## src/rtl/pixel_stream_gen_if.sv

```systemverilog
// Word-fetch handshake between the frame-buffer fetch logic (master) and the
// pixel generator (slave): packed palette indices plus a flag bit.
interface pixel_stream_gen_if #(
  parameter int WORD_WIDTH = 16
) ();
  logic                  word_valid;
  logic                  word_ready;
  logic [WORD_WIDTH-1:0] word_data;
  logic                  word_flag;

  modport master (output word_valid, word_data, word_flag, input word_ready);
  modport slave  (input word_valid, word_data, word_flag, output word_ready);
endinterface

```

## src/rtl/pixel_stream_gen.sv

```systemverilog
// Pixel generator: two-word skid (shift + holding), palette lookup, registered RGB/syncs.
// Optional PIXEL_STREAM_GEN_UNDERFLOW_CNT_EN adds a saturating 16-bit underflow counter.
module pixel_stream_gen #(
  parameter int          BPP         = 2,
  parameter int          WORD_WIDTH  = 16,
  parameter int          COLOR_WIDTH = 8,
  parameter logic [23:0] BG_COLOR    = 24'h323232
) (
  input  logic                     clk,
  input  logic                     reset,
  input  logic                     flush,
  pixel_stream_gen_if.slave        word_bus,
  input  logic                     bright,
  input  logic                     hsync,
  input  logic                     vsync,
  input  logic                     pal_we,
  input  logic [BPP-1:0]           pal_addr,
  input  logic [3*COLOR_WIDTH-1:0] pal_data,
  output logic [COLOR_WIDTH-1:0]   r,
  output logic [COLOR_WIDTH-1:0]   g,
  output logic [COLOR_WIDTH-1:0]   b,
  output logic                     hsync_o,
  output logic                     vsync_o,
  output logic                     bright_o,
  output logic                     underflow
`ifdef PIXEL_STREAM_GEN_UNDERFLOW_CNT_EN
  ,
  output logic [15:0]              underflow_cnt
`endif
);

  localparam int PPW       = WORD_WIDTH / BPP;
  localparam int PCNT_W    = (PPW > 1) ? $clog2(PPW) : 1;
  localparam int PAL_DEPTH = 1 << BPP;
  localparam logic [PCNT_W-1:0] PCNT_LAST = PCNT_W'(PPW - 1);

  if (WORD_WIDTH % BPP != 0) begin : g_bad_width
    $error("pixel_stream_gen: WORD_WIDTH must be a multiple of BPP");
  end

  // 8-bit-per-channel constants are zero-extended or truncated to COLOR_WIDTH.
  function automatic logic [3*COLOR_WIDTH-1:0] to_rgb(input logic [23:0] c);
    logic [31:0] rr, gg, bb;
    rr = {24'd0, c[23:16]};
    gg = {24'd0, c[15:8]};
    bb = {24'd0, c[7:0]};
    return {rr[COLOR_WIDTH-1:0], gg[COLOR_WIDTH-1:0], bb[COLOR_WIDTH-1:0]};
  endfunction

  function automatic logic [23:0] pal_init(input int idx);
    case (idx)
      0:       return 24'h323232;
      1:       return 24'hFF0000;
      2:       return 24'h00FF00;
      default: return 24'hFFFFFF;
    endcase
  endfunction

  localparam logic [3*COLOR_WIDTH-1:0] BG_RGB = to_rgb(BG_COLOR);

  logic [WORD_WIDTH-1:0]    sr_word_reg, sr_word_next;
  logic                     sr_flag_reg, sr_flag_next;
  logic                     sr_valid_reg, sr_valid_next;
  logic [PCNT_W-1:0]        pcnt_reg, pcnt_next;
  logic [WORD_WIDTH-1:0]    hr_word_reg, hr_word_next;
  logic                     hr_flag_reg, hr_flag_next;
  logic                     hr_valid_reg, hr_valid_next;
  logic [3*COLOR_WIDTH-1:0] palette_reg [PAL_DEPTH];
  logic [3*COLOR_WIDTH-1:0] rgb_reg, rgb_next;
  logic                     underflow_next;
  logic                     accept;
  logic [BPP-1:0]           pix_idx [PPW];

  for (genvar gi = 0; gi < PPW; gi++) begin : g_pix
    assign pix_idx[gi] = sr_word_reg[gi*BPP +: BPP];
  end

  assign word_bus.word_ready = !hr_valid_reg && !flush && !reset;
  assign accept = word_bus.word_valid && word_bus.word_ready;

  always_comb begin
    sr_word_next  = sr_word_reg;
    sr_flag_next  = sr_flag_reg;
    sr_valid_next = sr_valid_reg;
    pcnt_next     = pcnt_reg;
    hr_word_next  = hr_word_reg;
    hr_flag_next  = hr_flag_reg;
    hr_valid_next = hr_valid_reg;
    if (flush) begin
      sr_valid_next = 1'b0;
      hr_valid_next = 1'b0;
      pcnt_next     = '0;
    end else begin
      if (!sr_valid_reg && hr_valid_reg) begin
        sr_word_next  = hr_word_reg;
        sr_flag_next  = hr_flag_reg;
        sr_valid_next = 1'b1;
        pcnt_next     = '0;
        hr_valid_next = 1'b0;
      end else if (bright && sr_valid_reg) begin
        if (pcnt_reg == PCNT_LAST) begin
          pcnt_next = '0;
          if (hr_valid_reg) begin
            sr_word_next  = hr_word_reg;
            sr_flag_next  = hr_flag_reg;
            hr_valid_next = 1'b0;
          end else begin
            sr_valid_next = 1'b0;
          end
        end else begin
          pcnt_next = pcnt_reg + 1'b1;
        end
      end
      // Accept only happens with HR empty, so it never collides with the HR drain above.
      if (accept) begin
        hr_word_next  = word_bus.word_data;
        hr_flag_next  = word_bus.word_flag;
        hr_valid_next = 1'b1;
      end
    end
  end

  always_comb begin
    rgb_next       = BG_RGB;
    underflow_next = bright && !sr_valid_reg;
    if (bright && sr_valid_reg && !sr_flag_reg) begin
      rgb_next = palette_reg[pix_idx[pcnt_reg]];
    end
  end

  always_ff @(posedge clk) begin
    if (reset) begin
      sr_word_reg  <= '0;
      sr_flag_reg  <= 1'b0;
      sr_valid_reg <= 1'b0;
      pcnt_reg     <= '0;
      hr_word_reg  <= '0;
      hr_flag_reg  <= 1'b0;
      hr_valid_reg <= 1'b0;
      rgb_reg      <= BG_RGB;
      hsync_o      <= 1'b1;
      vsync_o      <= 1'b1;
      bright_o     <= 1'b0;
      underflow    <= 1'b0;
    end else begin
      sr_word_reg  <= sr_word_next;
      sr_flag_reg  <= sr_flag_next;
      sr_valid_reg <= sr_valid_next;
      pcnt_reg     <= pcnt_next;
      hr_word_reg  <= hr_word_next;
      hr_flag_reg  <= hr_flag_next;
      hr_valid_reg <= hr_valid_next;
      rgb_reg      <= rgb_next;
      hsync_o      <= hsync;
      vsync_o      <= vsync;
      bright_o     <= bright;
      underflow    <= underflow_next;
    end
  end

  // Writes land at the clock edge, so a same-cycle lookup still sees the old entry.
  always_ff @(posedge clk) begin
    if (reset) begin
      for (int i = 0; i < PAL_DEPTH; i++) begin
        palette_reg[i] <= to_rgb(pal_init(i));
      end
    end else if (pal_we) begin
      palette_reg[pal_addr] <= pal_data;
    end
  end

  assign r = rgb_reg[3*COLOR_WIDTH-1 -: COLOR_WIDTH];
  assign g = rgb_reg[2*COLOR_WIDTH-1 -: COLOR_WIDTH];
  assign b = rgb_reg[COLOR_WIDTH-1:0];

`ifdef PIXEL_STREAM_GEN_UNDERFLOW_CNT_EN
  logic [15:0] uf_cnt_reg;

  always_ff @(posedge clk) begin
    if (reset || flush) begin
      uf_cnt_reg <= '0;
    end else if (underflow_next && uf_cnt_reg != 16'hFFFF) begin
      uf_cnt_reg <= uf_cnt_reg + 16'd1;
    end
  end

  assign underflow_cnt = uf_cnt_reg;
`endif

endmodule

```

## src/flat_wrapper.sv

```systemverilog
// flat-port wrapper written by rule: the top's interface ports become plain ports
module pixel_stream_gen_flat 
#(
  parameter int          BPP         = 2,
  parameter int          WORD_WIDTH  = 16,
  parameter int          COLOR_WIDTH = 8,
  parameter logic [23:0] BG_COLOR    = 24'h323232
)
  (clk, reset, flush, bright, hsync, vsync, pal_we, pal_addr, pal_data, r, g, b, hsync_o, vsync_o, bright_o, underflow, word_bus_word_valid, word_bus_word_data, word_bus_word_flag, word_bus_word_ready);
  pixel_stream_gen_if #(.WORD_WIDTH(WORD_WIDTH)) word_bus_i ();
  input  logic clk;
  input  logic reset;
  input  logic flush;
  input  logic bright;
  input  logic hsync;
  input  logic vsync;
  input  logic pal_we;
  input  logic [BPP-1:0] pal_addr;
  input  logic [3*COLOR_WIDTH-1:0] pal_data;
  output logic [COLOR_WIDTH-1:0] r;
  output logic [COLOR_WIDTH-1:0] g;
  output logic [COLOR_WIDTH-1:0] b;
  output logic hsync_o;
  output logic vsync_o;
  output logic bright_o;
  output logic underflow;
  input wire logic [$bits(word_bus_i.word_valid)-1:0] word_bus_word_valid;
  input wire logic [$bits(word_bus_i.word_data)-1:0] word_bus_word_data;
  input wire logic [$bits(word_bus_i.word_flag)-1:0] word_bus_word_flag;
  output wire logic [$bits(word_bus_i.word_ready)-1:0] word_bus_word_ready;
  assign word_bus_i.word_valid = word_bus_word_valid;
  assign word_bus_i.word_data = word_bus_word_data;
  assign word_bus_i.word_flag = word_bus_word_flag;
  assign word_bus_word_ready = word_bus_i.word_ready;
  pixel_stream_gen #(.BPP(BPP), .WORD_WIDTH(WORD_WIDTH), .COLOR_WIDTH(COLOR_WIDTH), .BG_COLOR(BG_COLOR)) u_core (.clk(clk), .reset(reset), .flush(flush), .word_bus(word_bus_i), .bright(bright), .hsync(hsync), .vsync(vsync), .pal_we(pal_we), .pal_addr(pal_addr), .pal_data(pal_data), .r(r), .g(g), .b(b), .hsync_o(hsync_o), .vsync_o(vsync_o), .bright_o(bright_o), .underflow(underflow));
endmodule
```

## config.mk

```make
export PLATFORM = sky130hd
export DESIGN_NAME = pixel_stream_gen_flat
export DESIGN_NICKNAME = d
export VERILOG_FILES = /design/src/rtl/pixel_stream_gen_if.sv /design/src/rtl/pixel_stream_gen.sv /design/src/flat_wrapper.sv
export SDC_FILE = /design/constraint.sdc
export NUM_CORES = 1
export LEC_CHECK = 0
export BUFFER_PORTS_ARGS = -buffer_cell sky130_fd_sc_hd__buf_2
export CORE_ASPECT_RATIO = 1.1
export CORE_MARGIN = 2
export CORE_UTILIZATION = 45
export DETAILED_ROUTE_END_ITERATION = 8
export GPL_ROUTABILITY_DRIVEN = 1
export SYNTH_ARGS = -nofsm -noshare
export SYNTH_HDL_FRONTEND = slang
export SYNTH_SLANG_ARGS = --single-unit
```

## constraint.sdc

```tcl
create_clock -name clk -period 3.5 [get_ports clk]
set_clock_uncertainty 0.1 [all_clocks]
set_input_delay 0.175 -clock clk [delete_from_list [all_inputs] [get_ports clk]]
set_output_delay 0.175 -clock clk [all_outputs]
set_load 0.01 [all_outputs]
```

Word level (Yosys, flattened, before mapping)
Memory sizes are Yosys's and may differ from the RTL's. A register that Yosys moved wholly into a read port is not among the register bits.
Cells that the tools add are included.
{ "word_totals": {"ff_bits": 43, "latchBits": 0, "ram_bits": 96, "romBits": 0, "mem_count": 1} }
{ "classes": {"n_addsub": 1, "multipliers": 0, "n_div": 0, "magnitude_cmp": 1, "n_eq_ne": 2, "shifts": 0, "mux": 32, "bitwise_logic": 3, "reduce_logical": 25} }
{ "mem_list": {"columns": ["memory", "depth", "word_bits", "rd", "rd_clocked_by_memory_dff", "write_ports", "line_no", "source"], "rows": [
  ["u_core.palette_reg", 4, 24, 1, 1, 4, "pixel_stream_gen.sv:68", "logic [3*COLOR_WIDTH-1:0] palette_reg [PAL_DEPTH];"]
]} }
{ "op_table": {"columns": ["op", "count"], "rows": [
  ["$mux 24", 5],
  ["$mux 16", 4],
  ["$reduce_or 24->1", 1],
  ["$mux 1", 18],
  ["$logic_and 1x1->1", 7],
  ["$bmux 2 s3", 1],
  ["$mux 2", 3],
  ["$reduce_bool 2->1", 3],
  ["$reduce_bool 3->1", 2],
  ["$logic_not 1->1", 5],
  ["$ge 4x4->1 const B", 1],
  ["$not 3->4", 1],
  ["$reduce_and 2->1", 2],
  ["$reduce_and 4->1", 1],
  ["$reduce_or 2->1", 2],
  ["$add 3x1->3 const B", 1],
  ["$eq 3x3->1 const B", 1],
  ["$mux 3", 1],
  ["$reduce_and 3->1", 1],
  ["$reduce_or 3->1", 1],
  ["$ne 2x2->1 const B", 1],
  ["$not 1->1", 2]
]} }

Depth between registers and ports, before layout
{ "depth": {"word_depth": 6, "depth_mapped": 8, "depth_no_buf": 6} }

Least setup slack after synthesis
OpenSTA, ideal clock, no wires.
{ "synth_path": {"kind": "in2reg", "from": "in reset", "to": "mem u_core.palette_reg[2][0] (netlist bit) (enable)", "setup_time_ns": 0.358, "arrival_time_ns": 1.669, "t_required_ns": 3.042, "setup_slack_ns": 1.373, "path_stages": 5, "path_buffers": 2, "path_cell_list": "buf_2 -> nand2b_1 -> nor3b_1 -> clkbuf_1 -> or2_2"} }
{ "synth_rtl": {"columns": ["element", "line_no", "source"], "rows": [
  ["start, declared", "flat_wrapper.sv:12", "input logic reset;"],
  ["end, declared", "pixel_stream_gen.sv:68", null]
]} }

Worst setup path in the final report
{ "layout_path": {"from": "reg u_core.pcnt_reg[0]", "to": "reg u_core.rgb_reg[10] (read register of u_core.palette_reg)"} }
{ "layout_via": {"elab_chain_len": 4} }
{ "layout_rtl": {"columns": ["element", "line_no", "source"], "rows": [
  ["start, declared", "pixel_stream_gen.sv:64", "logic [PCNT_W-1:0] pcnt_reg, pcnt_next;"],
  ["start signal, assigned", "pixel_stream_gen.sv:149", "pcnt_reg <= pcnt_next;"],
  ["$not 3->4 (not written as such)", "pixel_stream_gen.sv:127", "rgb_next = palette_reg[pix_idx[pcnt_reg]];"],
  ["$bmux 2 s3", "pixel_stream_gen.sv:127", null],
  ["$mux 2 (not written as such) (2 in a row)", "pixel_stream_gen.sv:127", null],
  ["end, declared", "pixel_stream_gen.sv:69", "logic [3*COLOR_WIDTH-1:0] rgb_reg, rgb_next;"]
]} }
Every way passes these cells. The select of a mux whose other input is x is not followed.
A chain may end at the register's enable or synchronous reset.

==> parameters.txt <==
Parameter                              Value

Pwr
  LEAKAGE    3.23 nW
  Power per unit of standard cell area    roughly 500 mW/mm²
  Max rail drop VDD    between 300 and 400 µV

Clocking
  TritonCTS Sinks    between 150 and 200
  CTS buffer count    17
  Clock buffer depth    2
  Source-to-sink clock delay at the later pin of the worst-skew pair    0.42 ns
  Setup Fix Bufs, Post-CTS    0
  Count of hold-fix buffers inserted at cts    45
  TritonCTS clock tree    built
  Number of resized instances in the post-cts repair step    0
  Root Buffer Master    sky130_fd_sc_hd__clkbuf_16
  H-tree levels    4
  CTS clk-pin slew, worst paths    0.06 ns

Final layout
  Max reg flops    between 90 and 100
  Nets@finish    about 670
  Fraction of layout cells with a size suffix above 1    approximately a fifth
  Ant diodes    0
  Final standard cell count with taps included and fillers excluded    819
  Relative area change from synthesis to final layout    23.8%

Routing
  Average wire per standard cell    between 15 and 20 µm
  Initial drt markers    roughly 230
  Drt via density    about 5.0
  Routed via count    4087
  Antenna Violating Nets Remaining    0
  Pre-antenna DRT Iters    4
  Total wire length after detailed routing    ~14000 µm
  DRC violations left    0

Worst setup path
  Master of the slowest instance on the critical path    sky130_fd_sc_hd__mux4_2
  Type of destination of the critical path    register
  Startpoint-to-endpoint class of the critical path    reg2reg
  Stage delay of the slowest cell on the critical path    0.70 ns
  Cell breakdown of the critical path    mux2i_1, mux4_2, buf_12, mux2i_1, o22ai_1
  Category of cells accounting for the largest share of critical-path delay    multiplexers
  Data arrival time of the worst path    between 2 and 3 ns
  Register-to-Register Path Depth    5
  Data required time of the critical path    3.67 ns
  Worst-path fanout max    30
  Number of cells on the critical path    5
  Library cell appearing most often on the critical path    sky130_fd_sc_hd__mux2i_1
  Kind of launch point of the worst setup path    register
  Combined buffer and inverter count along the critical path    1

STA
  Slew Viols, Final    0
  Unrepaired setup endpoints after global routing    false
  Max frequency    approximately 0.39 GHz
  Clock period minus final worst setup slack    about 2.5 ns
  Smallest setup slack after layout    0.964 ns
  Fraction of the cycle the final worst path needs    between 70% and 80%
  Final-layout setup total negative slack    0 ns
  Hold violation count in the final report    0
  Max transition margin    approximately 46%
  Slew at the pin closest to its max-slew limit    just over 0.8 ns
  Finish-stage setup viols    0

Status
  Status    finished clean

Logic synthesis
  Net Count, Synth    548
  Distinct cell type count after synthesis    27
  Average cell area after synthesis    13.1 µm²
  Async set or reset register ratio after synthesis    0%
  Number of warning messages in the yosys log    0
  Flop and latch count out of synthesis    between 150 and 200
  Part of the Yosys area used for sequential elements    about 65%
  Top cells by area in the synthesized netlist    sky130_fd_sc_hd__edfxtp_1, sky130_fd_sc_hd__dfxtp_1, sky130_fd_sc_hd__mux2i_1, sky130_fd_sc_hd__nand2b_1, sky130_fd_sc_hd__and2_1
  Library cell occupying the most area in the post-synthesis netlist    sky130_fd_sc_hd__edfxtp_1
  Post-Syn Instances    495
  Post-synth EDFFs    96
  Share of the synthesized area in the top cell type    about 45%
  Post-Syn Area    0.00647 mm²
  Most used flip-flop cell after synthesis    sky130_fd_sc_hd__edfxtp_1

Global routing
  Via count of the first global-routing pass    between 4000 and 5000
  Pin count of the biggest net entering global routing    43
  Wire length of the first global-routing pass    between 20000 and 25000 µm
  Met1 GRT Util    between 20% and 30%
  Global route overflow    0
  Initial antenna violation count    0
  Met3 GRT Util    under 10%
  Most congested layer reported by global routing    met2
  Met2 routing resource usage after global routing    roughly 33%
  Overall global routing resource usage    a little under a fifth

Min path
  Kind of path behind the tightest hold check    in2reg
  Cells on Worst Hold Path    2

Die
  Placeable core area    0.0139 mm²
  IO Count    80
  Number of placement rows    45
  Overall die area    0.0153 mm²
  Starting utilization of the core area    46.5%
  Die extent in y    roughly 130 µm
  Die outline width    around 120 µm

Run
  Max Cap Violations    0

Placement
  Total instance count after detailed placement    roughly 740
  Routability congestion estimate from global placement    ~0.70
  Final HPWL DP    7800 µm
  Number of port buffers    79
  Worst slack at placement    between 0.9 and 1 ns
==> logic make-up after synthesis <==
kind of cell | count (synthesis) | synth area share (%)
flip-flops | 163 | 65.3
AO/OA/AOI/OAI | 47 | 4.49
multiplexers | 77 | 12.6
buffers and inverters | 27 | 2.21
adder cells (fa/ha/maj) | 2 | 0.387
AND/OR/NAND/NOR | 179 | 15.0
==> cell usage in the layout, fill, tap and decap left out, types with 6 or more instances in the layout <==
master	synthesis	final
sky130_fd_sc_hd__mux2i_1	70	70
sky130_fd_sc_hd__o22ai_1	15	15
sky130_fd_sc_hd__or2_2	6	6
sky130_fd_sc_hd__nor2_1	27	27
sky130_fd_sc_hd__dlygate4sd3_1	0	45
sky130_fd_sc_hd__nand2b_1	51	51
sky130_fd_sc_hd__a21oi_1	18	18
sky130_fd_sc_hd__buf_2	9	79
sky130_fd_sc_hd__edfxtp_1	96	96
sky130_fd_sc_hd__clkbuf_16	0	17
sky130_fd_sc_hd__buf_4	0	7
sky130_fd_sc_hd__dfxtp_1	67	67
sky130_fd_sc_hd__nand2_1	37	37
sky130_fd_sc_hd__and2_1	47	47
sky130_fd_sc_hd__clkbuf_1	14	7
sky130_fd_sc_hd__a22oi_1	12	12
==> synthesized netlist by cell type, drive strengths merged (4+ instances only) <==
cell     n
o22ai   15
nand2b  51
buf     13
and2    47
mux2     4
nand2   37
dfxtp   67
nor2    28
clkbuf  14
a21oi   18
a22oi   12
or2      7
edfxtp  96
mux2i   70
==> worst reg2reg max path, delay by kind of cell, from the launching register on <==
kind	cells	cell delay, ns
buffers and inverters	1	0.32
AOI/OAI and AO/OA	1	0.11
muxes	3	1.24
DFF	1	0.62
==> where the power goes <==
group	total [mW]	leakage (nW)	internal, mW	switching, mW
Sequential	2.16	1.48	2.13	0.0277
Combinational	0.224	1.50	0.107	0.117
Clock	1.66	0.249	0.965	0.692
==> layer usage <==
metal | routed length (µm) | part of all wire, % | up-vias
li1 | - | - | 1991
met3 | 648 | 4.7 | 19
met1 | 6060 | 44 | 1970
met4 | 243 | 1.8 | 0
met2 | 6690 | 49 | 107
met5 | 0 | 0 | -
==> per-stage QoR <==
stage | hold WS, ns | power [mW] | util [%] | cell area (µm²)
floorplan | 0.179 | 2.30 | - | 6470
global placement | 0.260 | 2.38 | 50.7 | 7040
detailed placement | 0.264 | 2.39 | 50.7 | 7040
CTS | 0.0198 | 4.08 | 57.6 | 8010
global route | 0.0318 | 4.18 | 57.6 | 8010
finish | 0.0366 | 4.04 | 57.6 | 8010
==> worst paths after layout <==
kind                                           start                                  to  slack [ns]
hold / removal                                bright          u_core.bright_o$_SDFF_PP0_        0.04
setup reg to reg     u_core.pcnt_reg[0]$_SDFFE_PP0P_       u_core.rgb_reg[10]$_SDFF_PP0_        0.96
hold reg to reg   u_core.hr_word_reg[5]$_SDFFE_PP0P_  u_core.hr_word_reg[5]$_SDFFE_PP0P_        0.36
setup / recovery     u_core.pcnt_reg[0]$_SDFFE_PP0P_       u_core.rgb_reg[10]$_SDFF_PP0_        0.96
==> cell type report <==
type                    instances  area (µm²)
clock buffers                  24         452
clock inverters                 7        60.1
fillers                      1201        5900
multi-input cells             305        2120
flip-flops and latches        163        4220
well taps                     188         235
repair buffers                132         918
(Power assumes the default switching activity.)
